<file path="src/rtl/dma_mem_cpu_oci_dct_pkg.sv">
`default_nettype none
// ============================================================================
// Module   : dma_mem_cpu_oci_dct_pkg
// Brief    : Shared constants, state encoding and slot helper for the DCT path
// Revision : 1.0
// ============================================================================
package dma_mem_cpu_oci_dct_pkg;

    localparam int REC_W  = 10;
    localparam int RECS   = 3;
    localparam int CNT_W  = 4;
    localparam int DROP_W = 8;
    localparam int BUF_W  = REC_W * RECS;

    localparam logic [CNT_W-1:0] FULL_CNT = CNT_W'(RECS);

    typedef enum logic [1:0] {
        CAPTURE = 2'd0,
        FLUSH   = 2'd1,
        ENDED   = 2'd2
    } dct_state_t;

    // Returns a buffer holding rec in the given slot and zero elsewhere.
    function automatic logic [BUF_W-1:0] place_rec(input logic [REC_W-1:0] rec,
                                                   input logic [CNT_W-1:0] slot);
        logic [BUF_W-1:0] res;
        res = '0;
        for (int i = 0; i < RECS; i++) begin
            if (slot == CNT_W'(i)) begin
                res[i*REC_W +: REC_W] = rec;
            end
        end
        return res;
    endfunction

endpackage
`default_nettype wire

</file>
<file path="src/rtl/dma_mem_cpu_oci_dct_ctrl_if.sv">
`default_nettype none
// ============================================================================
// Module   : dma_mem_cpu_oci_dct_ctrl_if
// Brief    : DCT buffer stream (valid/ready) between the sequencer and its sink
// Revision : 1.0
// ============================================================================
interface dma_mem_cpu_oci_dct_ctrl_if;
    import dma_mem_cpu_oci_dct_pkg::*;

    logic             out_valid;
    logic             out_ready;
    logic [BUF_W-1:0] dct_buffer;
    logic [CNT_W-1:0] dct_count;

    modport master (
        output out_valid,
        output dct_buffer,
        output dct_count,
        input  out_ready
    );

    modport slave (
        input  out_valid,
        input  dct_buffer,
        input  dct_count,
        output out_ready
    );

endinterface
`default_nettype wire

</file>
<file path="src/rtl/dma_mem_cpu_oci_dct_ctrl.sv">
`default_nettype none
// ============================================================================
// Module   : dma_mem_cpu_oci_dct_ctrl
// Brief    : Packs trace records into DCT buffers, flushes on test end
// Revision : 1.0
// ============================================================================
module dma_mem_cpu_oci_dct_ctrl
    import dma_mem_cpu_oci_dct_pkg::*;
(
    input  wire logic              clk,
    input  wire logic              reset_n,
    input  wire logic              rec_valid,
    input  wire logic [REC_W-1:0]  rec_data,
    input  wire logic              test_ending,
    dma_mem_cpu_oci_dct_ctrl_if.master dct,
    output logic                   test_has_ended,
    output logic [DROP_W-1:0]      drop_count
);

    dct_state_t        r_state,     w_state;
    logic [BUF_W-1:0]  r_fill,      w_fill;
    logic [CNT_W-1:0]  r_fcnt,      w_fcnt;
    logic              r_out_valid, w_out_valid;
    logic [BUF_W-1:0]  r_out_buf,   w_out_buf;
    logic [CNT_W-1:0]  r_out_cnt,   w_out_cnt;
    logic [DROP_W-1:0] r_drop,      w_drop;
    logic              w_slot_free;

    assign w_slot_free = !r_out_valid || dct.out_ready;

    always_comb begin
        w_state     = r_state;
        w_fill      = r_fill;
        w_fcnt      = r_fcnt;
        w_out_valid = r_out_valid;
        w_out_buf   = r_out_buf;
        w_out_cnt   = r_out_cnt;
        w_drop      = r_drop;

        // A consumed buffer frees the slot; a load below may refill it at once.
        if (r_out_valid && dct.out_ready) begin
            w_out_valid = 1'b0;
        end

        case (r_state)
            CAPTURE: begin
                if (r_fcnt == FULL_CNT) begin
                    if (w_slot_free) begin
                        w_out_valid = 1'b1;
                        w_out_buf   = r_fill;
                        w_out_cnt   = FULL_CNT;
                        w_fill      = '0;
                        w_fcnt      = '0;
                        if (rec_valid) begin
                            w_fill = place_rec(rec_data, '0);
                            w_fcnt = CNT_W'(1);
                        end
                    end else if (rec_valid && (r_drop != '1)) begin
                        w_drop = r_drop + 1'b1;
                    end
                end else if (rec_valid) begin
                    if ((r_fcnt == FULL_CNT - 1'b1) && w_slot_free) begin
                        w_out_valid = 1'b1;
                        w_out_buf   = r_fill | place_rec(rec_data, r_fcnt);
                        w_out_cnt   = FULL_CNT;
                        w_fill      = '0;
                        w_fcnt      = '0;
                    end else begin
                        w_fill = r_fill | place_rec(rec_data, r_fcnt);
                        w_fcnt = r_fcnt + 1'b1;
                    end
                end
                if (test_ending) begin
                    w_state = FLUSH;
                end
            end

            FLUSH: begin
                if ((r_fcnt != '0) && w_slot_free) begin
                    w_out_valid = 1'b1;
                    w_out_buf   = r_fill;
                    w_out_cnt   = r_fcnt;
                    w_fill      = '0;
                    w_fcnt      = '0;
                end else if ((r_fcnt == '0) && !r_out_valid) begin
                    w_state = ENDED;
                end
            end

            ENDED: begin
                w_state = ENDED;
            end

            default: begin
                w_state = CAPTURE;
            end
        endcase
    end

    always_ff @(posedge clk or negedge reset_n) begin
        if (!reset_n) begin
            r_state     <= CAPTURE;
            r_fill      <= '0;
            r_fcnt      <= '0;
            r_out_valid <= 1'b0;
            r_out_buf   <= '0;
            r_out_cnt   <= '0;
            r_drop      <= '0;
        end else begin
            r_state     <= w_state;
            r_fill      <= w_fill;
            r_fcnt      <= w_fcnt;
            r_out_valid <= w_out_valid;
            r_out_buf   <= w_out_buf;
            r_out_cnt   <= w_out_cnt;
            r_drop      <= w_drop;
        end
    end

    assign dct.out_valid  = r_out_valid;
    assign dct.dct_buffer = r_out_buf;
    assign dct.dct_count  = r_out_cnt;
    assign test_has_ended = (r_state == ENDED);
    assign drop_count     = r_drop;

endmodule
`default_nettype wire
</file>
<file path="src/flat_wrapper.sv">
// flat-port wrapper written by rule: the top's interface ports become plain ports
module dma_mem_cpu_oci_dct_ctrl_flat import dma_mem_cpu_oci_dct_pkg::*;
  (clk, reset_n, rec_valid, rec_data, test_ending, test_has_ended, drop_count, dct_out_valid, dct_dct_buffer, dct_dct_count, dct_out_ready);
  dma_mem_cpu_oci_dct_ctrl_if dct_i ();
  input  wire logic clk;
  input  wire logic reset_n;
  input  wire logic rec_valid;
  input  wire logic [REC_W-1:0] rec_data;
  input  wire logic test_ending;
  output logic test_has_ended;
  output logic [DROP_W-1:0] drop_count;
  output wire logic [$bits(dct_i.out_valid)-1:0] dct_out_valid;
  output wire logic [$bits(dct_i.dct_buffer)-1:0] dct_dct_buffer;
  output wire logic [$bits(dct_i.dct_count)-1:0] dct_dct_count;
  input wire logic [$bits(dct_i.out_ready)-1:0] dct_out_ready;
  assign dct_out_valid = dct_i.out_valid;
  assign dct_dct_buffer = dct_i.dct_buffer;
  assign dct_dct_count = dct_i.dct_count;
  assign dct_i.out_ready = dct_out_ready;
  dma_mem_cpu_oci_dct_ctrl u_core (.clk(clk), .reset_n(reset_n), .rec_valid(rec_valid), .rec_data(rec_data), .test_ending(test_ending), .dct(dct_i), .test_has_ended(test_has_ended), .drop_count(drop_count));
endmodule
</file>
<file path="config.mk">
export PLATFORM = sky130hd
export DESIGN_NAME = dma_mem_cpu_oci_dct_ctrl_flat
export DESIGN_NICKNAME = d
export VERILOG_FILES = /design/src/rtl/dma_mem_cpu_oci_dct_pkg.sv /design/src/rtl/dma_mem_cpu_oci_dct_ctrl_if.sv /design/src/rtl/dma_mem_cpu_oci_dct_ctrl.sv /design/src/flat_wrapper.sv
export SDC_FILE = /design/constraint.sdc
export NUM_CORES = 1
export LEC_CHECK = 0
export ABC_AREA = 1
export CAP_MARGIN = 20
export CORE_ASPECT_RATIO = 0.7
export CORE_MARGIN = 10
export CORE_UTILIZATION = 45
export CTS_CLUSTER_SIZE = 30
export DETAILED_ROUTE_END_ITERATION = 16
export PLACE_DENSITY = 0.8
export SLEW_MARGIN = 25
export SYNTH_ARGS = -nofsm -noshare
export SYNTH_HDL_FRONTEND = slang
export SYNTH_SLANG_ARGS = --single-unit
</file>
<file path="constraint.sdc">
create_clock -name clk -period 1.5 [get_ports clk]
set_input_delay 0.3 -clock clk [delete_from_list [all_inputs] [get_ports clk]]
set_output_delay 0.3 -clock clk [all_outputs]
set_load 0.005 [all_outputs]
</file>
==> results of run 1 <==
[cell families (layout without fill, tap and decap cells)]
family                     Yosys count  after routing  share of synthesized area [%]
buffers and inverters               87            202                           9.68
DFF                                 79             79                           44.1
AOI/OAI and AO/OA                   76             76                           10.6
adders and majority gates            9              9                           2.51
and+or+nand+nor                    315            316                           31.4
xor gates and xnor gates             9              9                           1.76
[synth_stat cells]
| cell | count |
|---|---|
| nor2_1 | 13 |
| clkbuf_1 | 12 |
| buf_6 | 12 |
| nand3_4 | 1 |
| buf_4 | 1 |
| xnor2_1 | 6 |
| ha_1 | 9 |
| xor2_1 | 3 |
| a21oi_4 | 1 |
| buf_1 | 1 |
| nand2_4 | 1 |
| nand2_2 | 2 |
| nand2_1 | 191 |
| nand3_2 | 2 |
| a21boi_0 | 1 |
| nor2_8 | 1 |
| dfrtp_1 | 79 |
| inv_2 | 1 |
| inv_1 | 49 |
| nand4_1 | 22 |
| nor2_4 | 2 |
| nand3_1 | 80 |
| o21ai_0 | 52 |
| o21ai_2 | 22 |
| buf_2 | 11 |
[critical path, delay by kind of cell, from the launching register on]
| family | cells | cell delay [ns] |
|---|---|---|
| flops | 1 | 0.46 |
| simple gates | 4 | 0.35 |
| compound gates | 2 | 0.32 |
| buf+inv | 2 | 0.27 |
| fa+ha+maj | 1 | 0.17 |
[what timing repair did]
| action | 4_1_cts | 5_1_grt |
|---|---|---|
| setup buffers | 11 | 8 |
| setup endpoints to repair | 114 | 87 |
| gates cloned | 1 | 8 |
| pin swaps | 0 | 7 |
| gates resized for setup | 54 | 100 |
| hold buffers | 1 | 0 |
| hold endpoints to repair | 13 | 0 |
[registers in the layout (all words and copies together), names as in the netlist]
signal and count:
u_core.dct.dct_buffer 30, u_core.r_fill 30, u_core.drop_count 8, u_core.dct.dct_count 4
u_core.r_fcnt 4, u_core.r_state 2, u_core.dct.out_valid 1
[through the flow]
step | setup TNS (ns) | instances
global route | -13.61 | 819
finish | -9.64 | 819
detailed placement | -25.43 | 775
global placement | -17.93 | 775
CTS | -10.39 | 804
floorplan | -0.0000999 | 575
[cell type report]
cell class / instances / share of cell area, %
inverters: 50 / 3.01
clock buffers: 10 / 3.53
multi-input cells: 410 / 36.3
clock inverters: 6 / 1.43
flip-flops and latches: 79 / 30.6
well taps: 128 / 2.47
repair buffers: 136 / 22.7
[worst paths after layout]
kind	start	end	slack, ns	depth (start not counted)
max	u_core.r_fcnt[0]	u_core.r_fill[22]	-0.19	9
min	reset_n	u_core.dct.dct_buffer[1]	0.35	2
max reg2reg	u_core.r_fcnt[0]	u_core.r_fill[22]	-0.19	9
min reg2reg	u_core.dct.dct_buffer[9]	u_core.dct.dct_buffer[9]	0.47	2
max in group asynchronous	reset_n	u_core.dct.dct_buffer[5]	0.64	3
min in group clk	u_core.dct.dct_buffer[9]	u_core.dct.dct_buffer[9]	0.47	2
[power groups by stage]
stage	sequential, mW	combinational [mW]	clock (mW)
finish	3.42	10.0	2.37
CTS	3.35	8.01	2.39
floorplan	3.35	4.94	0
global placement	3.35	7.38	0
global route	3.49	10.8	2.50
detailed placement	3.39	7.76	0
[per-layer routing]
layer | routed length, um | vias up | GRT usage [%]
met2 | 6920 | 250 | 28.6
met4 | 263 | 0 | 4.98
met5 | 0 | - | 0
li1 | - | 2100 | -
met3 | 1350 | 43 | 5.66
met1 | 5840 | 2203 | 21.5
[cells in the final DEF, fill, tap and decap left out, drive strengths merged, types with 13 or more instances in the layout]
master,instances
dfrtp,79
o21ai,74
nand3,83
clkdlybuf4s50,13
nor2,16
nand2,195
dlygate4sd2,35
clkbuf,15
nand4,22
inv,51
buf,74
==> flow_summary_export.csv, run 1 <==
group,metric,value,unit
final_layout,fin_area,6480,um2
detailed_routing,wire_per_inst,17.5,um
worst_setup_path,slowest_stage,"dfrtp_2",
sta,min_period,1.69,ns
detailed_routing,viasPerCell,5.61,
worst_setup_path,worst_ep_required_time,1.73,ns
floorplan,rows,30,
place,gp_congestion,0.889,
clock_network,root_buffer,"clkbuf_16",
outcome,status,"complete, but fails checks",
pwr,clockPowerShare,15.0,%
detailed_routing,initialDrtViolationCount,498,
place,placed_cell_area,5540,um2
min_path,min_path_type,"input pin to async pin",
flow_run,max_cap_violations,0,
place,hpwl,8800,um
synth,ys_seq_area_share,44.1,%
worst_setup_path,worst_setup_path_end_kind,"flop",
sta,worst_slack,-0.187,ns
sta,fmax,593,MHz
synth,yosys-top-cells-area,"dfrtp_1, nand2_1, nand3_1, o21ai_0, o21ai_2",
final_layout,n_antenna_cell,0,
synth,synth_cells,575,
final_layout,drive_gt1_share,26.0,%
place,preCtsSetupSlack,-0.393,ns
worst_setup_path,path_cells,"inv_4 > ha_4 > nand2_4 > nand2_4 > a21oi_4 > nand2_8 > clkbuf_16 > nand2_2 > o21ai_2",
grt,grt.overflow.total,0,
sta,worst_hold_slack,0.353,ns
worst_setup_path,cp.arrival,1.92,ns
detailed_routing,vias,4596,
synth,synth_nets,599,
worst_setup_path,path_max_fanout,6,
worst_setup_path,startpoint_type,"flop",
detailed_routing,detail-route-antenna-nets,0,
pwr,powerDensity,2430,nW/um2
grt,track_usage,17.5,%
synth,synth_area_leader_cell,"dfrtp_1",
synth,yosysWarnings,0,
synth,ys_ff_latch,79,
sta,tightest_slew,0.276,ns
pwr,total_power,15.8,mW
final_layout,final_util,66.7,%
grt,antenna_found_initial,0,
synth,synthesis.area,4490,um2
floorplan,dieArea,14400,um2
pwr,intPower,8.85,mW
floorplan,top_level_ports,59,
sta,slew_violations,0,
worst_setup_path,slowest_delay,0.46,ns
final_layout,fin_nets,710,
grt,grt_first_pass_wirelength,21400,um
place,place.port_buffers,58,
grt,grt_pass1_vias,4410,
worst_setup_path,criticalPathCategory,"flop to flop",
pwr,p_comb_share,63.3,%
sta,final_hold_viol_count,0,
floorplan,dieWidth,139,um
outcome,failed_checks,"setup timing",
final_layout,regArea,1980,um2
pwr,worst_ir_drop_vdd,1460,uV
clock_network,cts_buffers,9,
sta,min_period_over_period,112,%
sta,setup_viol,70,
grt,grt_max_degree,47,
pwr,p_sw,6.93,mW
clock_network,clkSlewWorstSetupHoldPaths,0.06,ns
pwr,p_leak,3.41,nW
detailed_routing,dr.pass1.iters,6,
clock_network,clock_path_buffers,2,
floorplan,design.core.area,9720,um2
clock_network,cts.sinks,79,
sta,rsz0062_at_grt,"yes",
clock_network,worst_skew_pair.late_latency,0.35,ns
final_layout,syn2layout_area_growth,44.5,%
sta,finClkSkew,0.00938,ns
clock_network,htree_levels,3,
sta,max_slew_margin,81.6,%
pwr,seqPwrFrac,21.7,%
floorplan,initial_core_util,46.2,%
synth,synthDistinctLibCells,25,
final_layout,fill_cells,706,
detailed_routing,post-route-drc-count,0,
final_layout,multi_input_area,2350,um2
floorplan,chipHeight,104,um
synth,syn_avg_cell_area,7.80,um2
detailed_routing,drt_wl_total,14400,um
synth,synth_top_area_share,44.1,%
pwr,p_sw_share,43.9,%
worst_setup_path,path_common_cell,"nand2_4",
clock_network,cts_tree,"yes",
Note: power is estimated with default switching activity, not from simulation.
==> run 2: changes to the inputs <==
--- a/config.mk
+++ b/config.mk
@@ -12,8 +12,9 @@
 export CORE_UTILIZATION = 45
 export CTS_CLUSTER_SIZE = 30
 export DETAILED_ROUTE_END_ITERATION = 16
-export PLACE_DENSITY = 0.8
-export SLEW_MARGIN = 25
+export HOLD_SLACK_MARGIN = 0.1
+export PLACE_DENSITY = 0.77
+export SLEW_MARGIN = 20
 export SYNTH_ARGS = -nofsm -noshare
 export SYNTH_HDL_FRONTEND = slang
 export SYNTH_SLANG_ARGS = --single-unit
==> constraint.sdc (replaced) <==
create_clock -name clk -period 1.9 [get_ports clk]
set_input_delay 0.38 -clock clk [delete_from_list [all_inputs] [get_ports clk]]
set_output_delay 0.38 -clock clk [all_outputs]
set_load 0.005 [all_outputs]
==> run 2 against run 1 <==
  * The run now ends clean
  * Via count fell by 10%
  * Critical path depth fell by 2
  * Final area fell by 14%
  * Sequential power fell by 22%
  * Final cell count fell by 7.0%
  * Register-to-register slack improved by 0.27 ns
  * Critical path type unchanged
  * Critical endpoint is now u_core.dct.dct_buffer[27]
==> flow_summary_export.csv, run 2 (same netlist as run 1, synthesis figures left out) <==
group,metric,value,unit
grt,grt_max_degree,54,
final_layout,multi_input_area,2080,um2
worst_setup_path,reg2reg_depth,7,
sta,finClkSkew,0.00583,ns
floorplan,initial_core_util,46.2,%
final_layout,layout.cells.non_filler,762,
final_layout,fin_nets,653,
final_layout,n_antenna_cell,0,
min_path,hp-start,"u_core.dct.dct_buffer[9]",
sta,fmax,550,MHz
pwr,worst_ir_drop_vdd,830,uV
worst_setup_path,crit_start,"u_core.r_fcnt[0]",
final_layout,final_common_cell,"nand2_1",
sta,min_period,1.82,ns
sta,tightest_slew,0.431,ns
clock_network,cts_tree,"yes",
detailed_routing,initialDrtViolationCount,444,
detailed_routing,wire_per_inst,16.1,um
worst_setup_path,reg2reg_slack,0.08,ns
pwr,p_leak,2.77,nW
detailed_routing,post-route-drc-count,0,
floorplan,rows,30,
sta,max_slew_margin,71.3,%
sta,final_hold_viol_count,0,
clock_network,cts_buffers,9,
final_layout,final_cell_mix,"nand2_1, nand3_1, dfrtp_1, clkdlybuf4s50_1, o21ai_0",
clock_network,cts.sinks,79,
grt,track_usage,16.3,%
worst_setup_path,path_max_fanout,30,
pwr,powerDensity,1860,nW/um2
worst_setup_path,r2r_end,"u_core.dct.dct_buffer[27]",
place,preCtsSetupSlack,-0.0207,ns
floorplan,top_level_ports,59,
grt,antenna_found_initial,0,
detailed_routing,viasPerCell,5.40,
clock_network,worst_skew_pair.late_latency,0.35,ns
worst_setup_path,crit_end,"u_core.dct.dct_buffer[27]",
clock_network,clkSlewWorstSetupHoldPaths,0.06,ns
worst_setup_path,cp.arrival,2.10,ns
sta,finalSetupTns,0,ns
final_layout,regArea,1980,um2
grt,grt.overflow.total,0,
worst_setup_path,criticalPathCategory,"flop to flop",
outcome,status,"finished clean",
place,gp_congestion,0.820,
sta,setup_viol,0,
detailed_routing,detail-route-antenna-nets,0,
worst_setup_path,worst_setup_path_end_kind,"flop",
clock_network,root_buffer,"clkbuf_16",
worst_setup_path,startpoint_type,"flop",
place,dp.cells,743,
grt,grt_first_pass_wirelength,19800,um
clock_network,clock_path_buffers,2,
floorplan,design.core.area,9720,um2
final_layout,fill_cells,856,
detailed_routing,vias,4116,
place,place.port_buffers,58,
sta,min_period_over_period,95.6,%
worst_setup_path,worst_ep_required_time,2.18,ns
detailed_routing,dr.pass1.iters,6,
grt,grt_pass1_vias,3952,
final_layout,syn2layout_area_growth,24.5,%
min_path,min_path_type,"flop to flop",
flow_run,max_cap_violations,0,
floorplan,dieArea,14400,um2
floorplan,chipHeight,104,um
clock_network,htree_levels,3,
worst_setup_path,r2r-start,"u_core.r_fcnt[0]",
sta,slew_violations,0,
detailed_routing,drt_wl_total,12300,um
final_layout,drive_gt1_share,11.8,%
floorplan,dieWidth,139,um
sta,worst_slack,0.0828,ns
place,hpwl,8290,um
-- run 2: report_power, final --
part | switching, mW | internal, mW | total (mW)
Sequential | 0.367 | 2.31 | 2.68
Clock | 0.753 | 1.03 | 1.79
Combinational | 3.55 | 2.38 | 5.93
-- run 2: per-layer routing --
metal	GRT usage, %	up-vias	wire, um
met4	5.13	0	159
li1	-	1975	-
met2	24.4	192	5440
met5	0	-	0
met3	4.93	16	1260
met1	21.9	1933	5440
-- run 2: worst max-delay path, stage by stage (launching register included) --
cell and delay (ns):
dfrtp_2 0.45, ha_1 0.26, nand2_2 0.19, nand2_1 0.12, buf_12 0.18, o21ai_0 0.31
nand3_1 0.14, nand2_1 0.09
-- run 2: through the flow --
stage	utilization [%]	power (mW)	cell area (um2)	hold WS, ns
floorplan	-	6.52	4490	0.0844
global placement	53.7	8.11	5220	0.307
detailed placement	53.7	8.36	5220	0.309
CTS	56.9	10.2	5540	0.474
global route	57.5	11.2	5590	0.494
finish	57.5	10.4	5590	0.469
-- run 2: layout make-up --
cell class	count	share of cell area, %
Multi-Input combinational cell	409	37.3
Sequential cell	79	35.4
Timing Repair Buffer	80	15.6
Clock buffer	9	4.03
Inverter	50	3.36
Tap cell	128	2.87
Clock inverter	7	1.43
-- run 2: repair_timing --
action / CTS / global route
endpoints found under the setup margin: 1 / 62
resized for setup: 1 / 5
endpoints found under the hold margin: 26 / 0
setup buffers: 0 / 1
hold buffers: 1 / 0
gates cloned: 0 / 1
-- run 2: how the worst min path moves through the flow --
stage | cells after the start | end | slack [ns]
floorplan | 0 | u_core.dct.dct_buffer[0] | 0.08
global placement | 1 | u_core.dct.dct_buffer[7] | 0.31
detailed placement | 1 | u_core.dct.dct_buffer[9] | 0.31
CTS | 2 | u_core.dct.dct_buffer[9] | 0.47
global route | 2 | u_core.dct.dct_buffer[8] | 0.49
finish | 2 | u_core.dct.dct_buffer[9] | 0.47
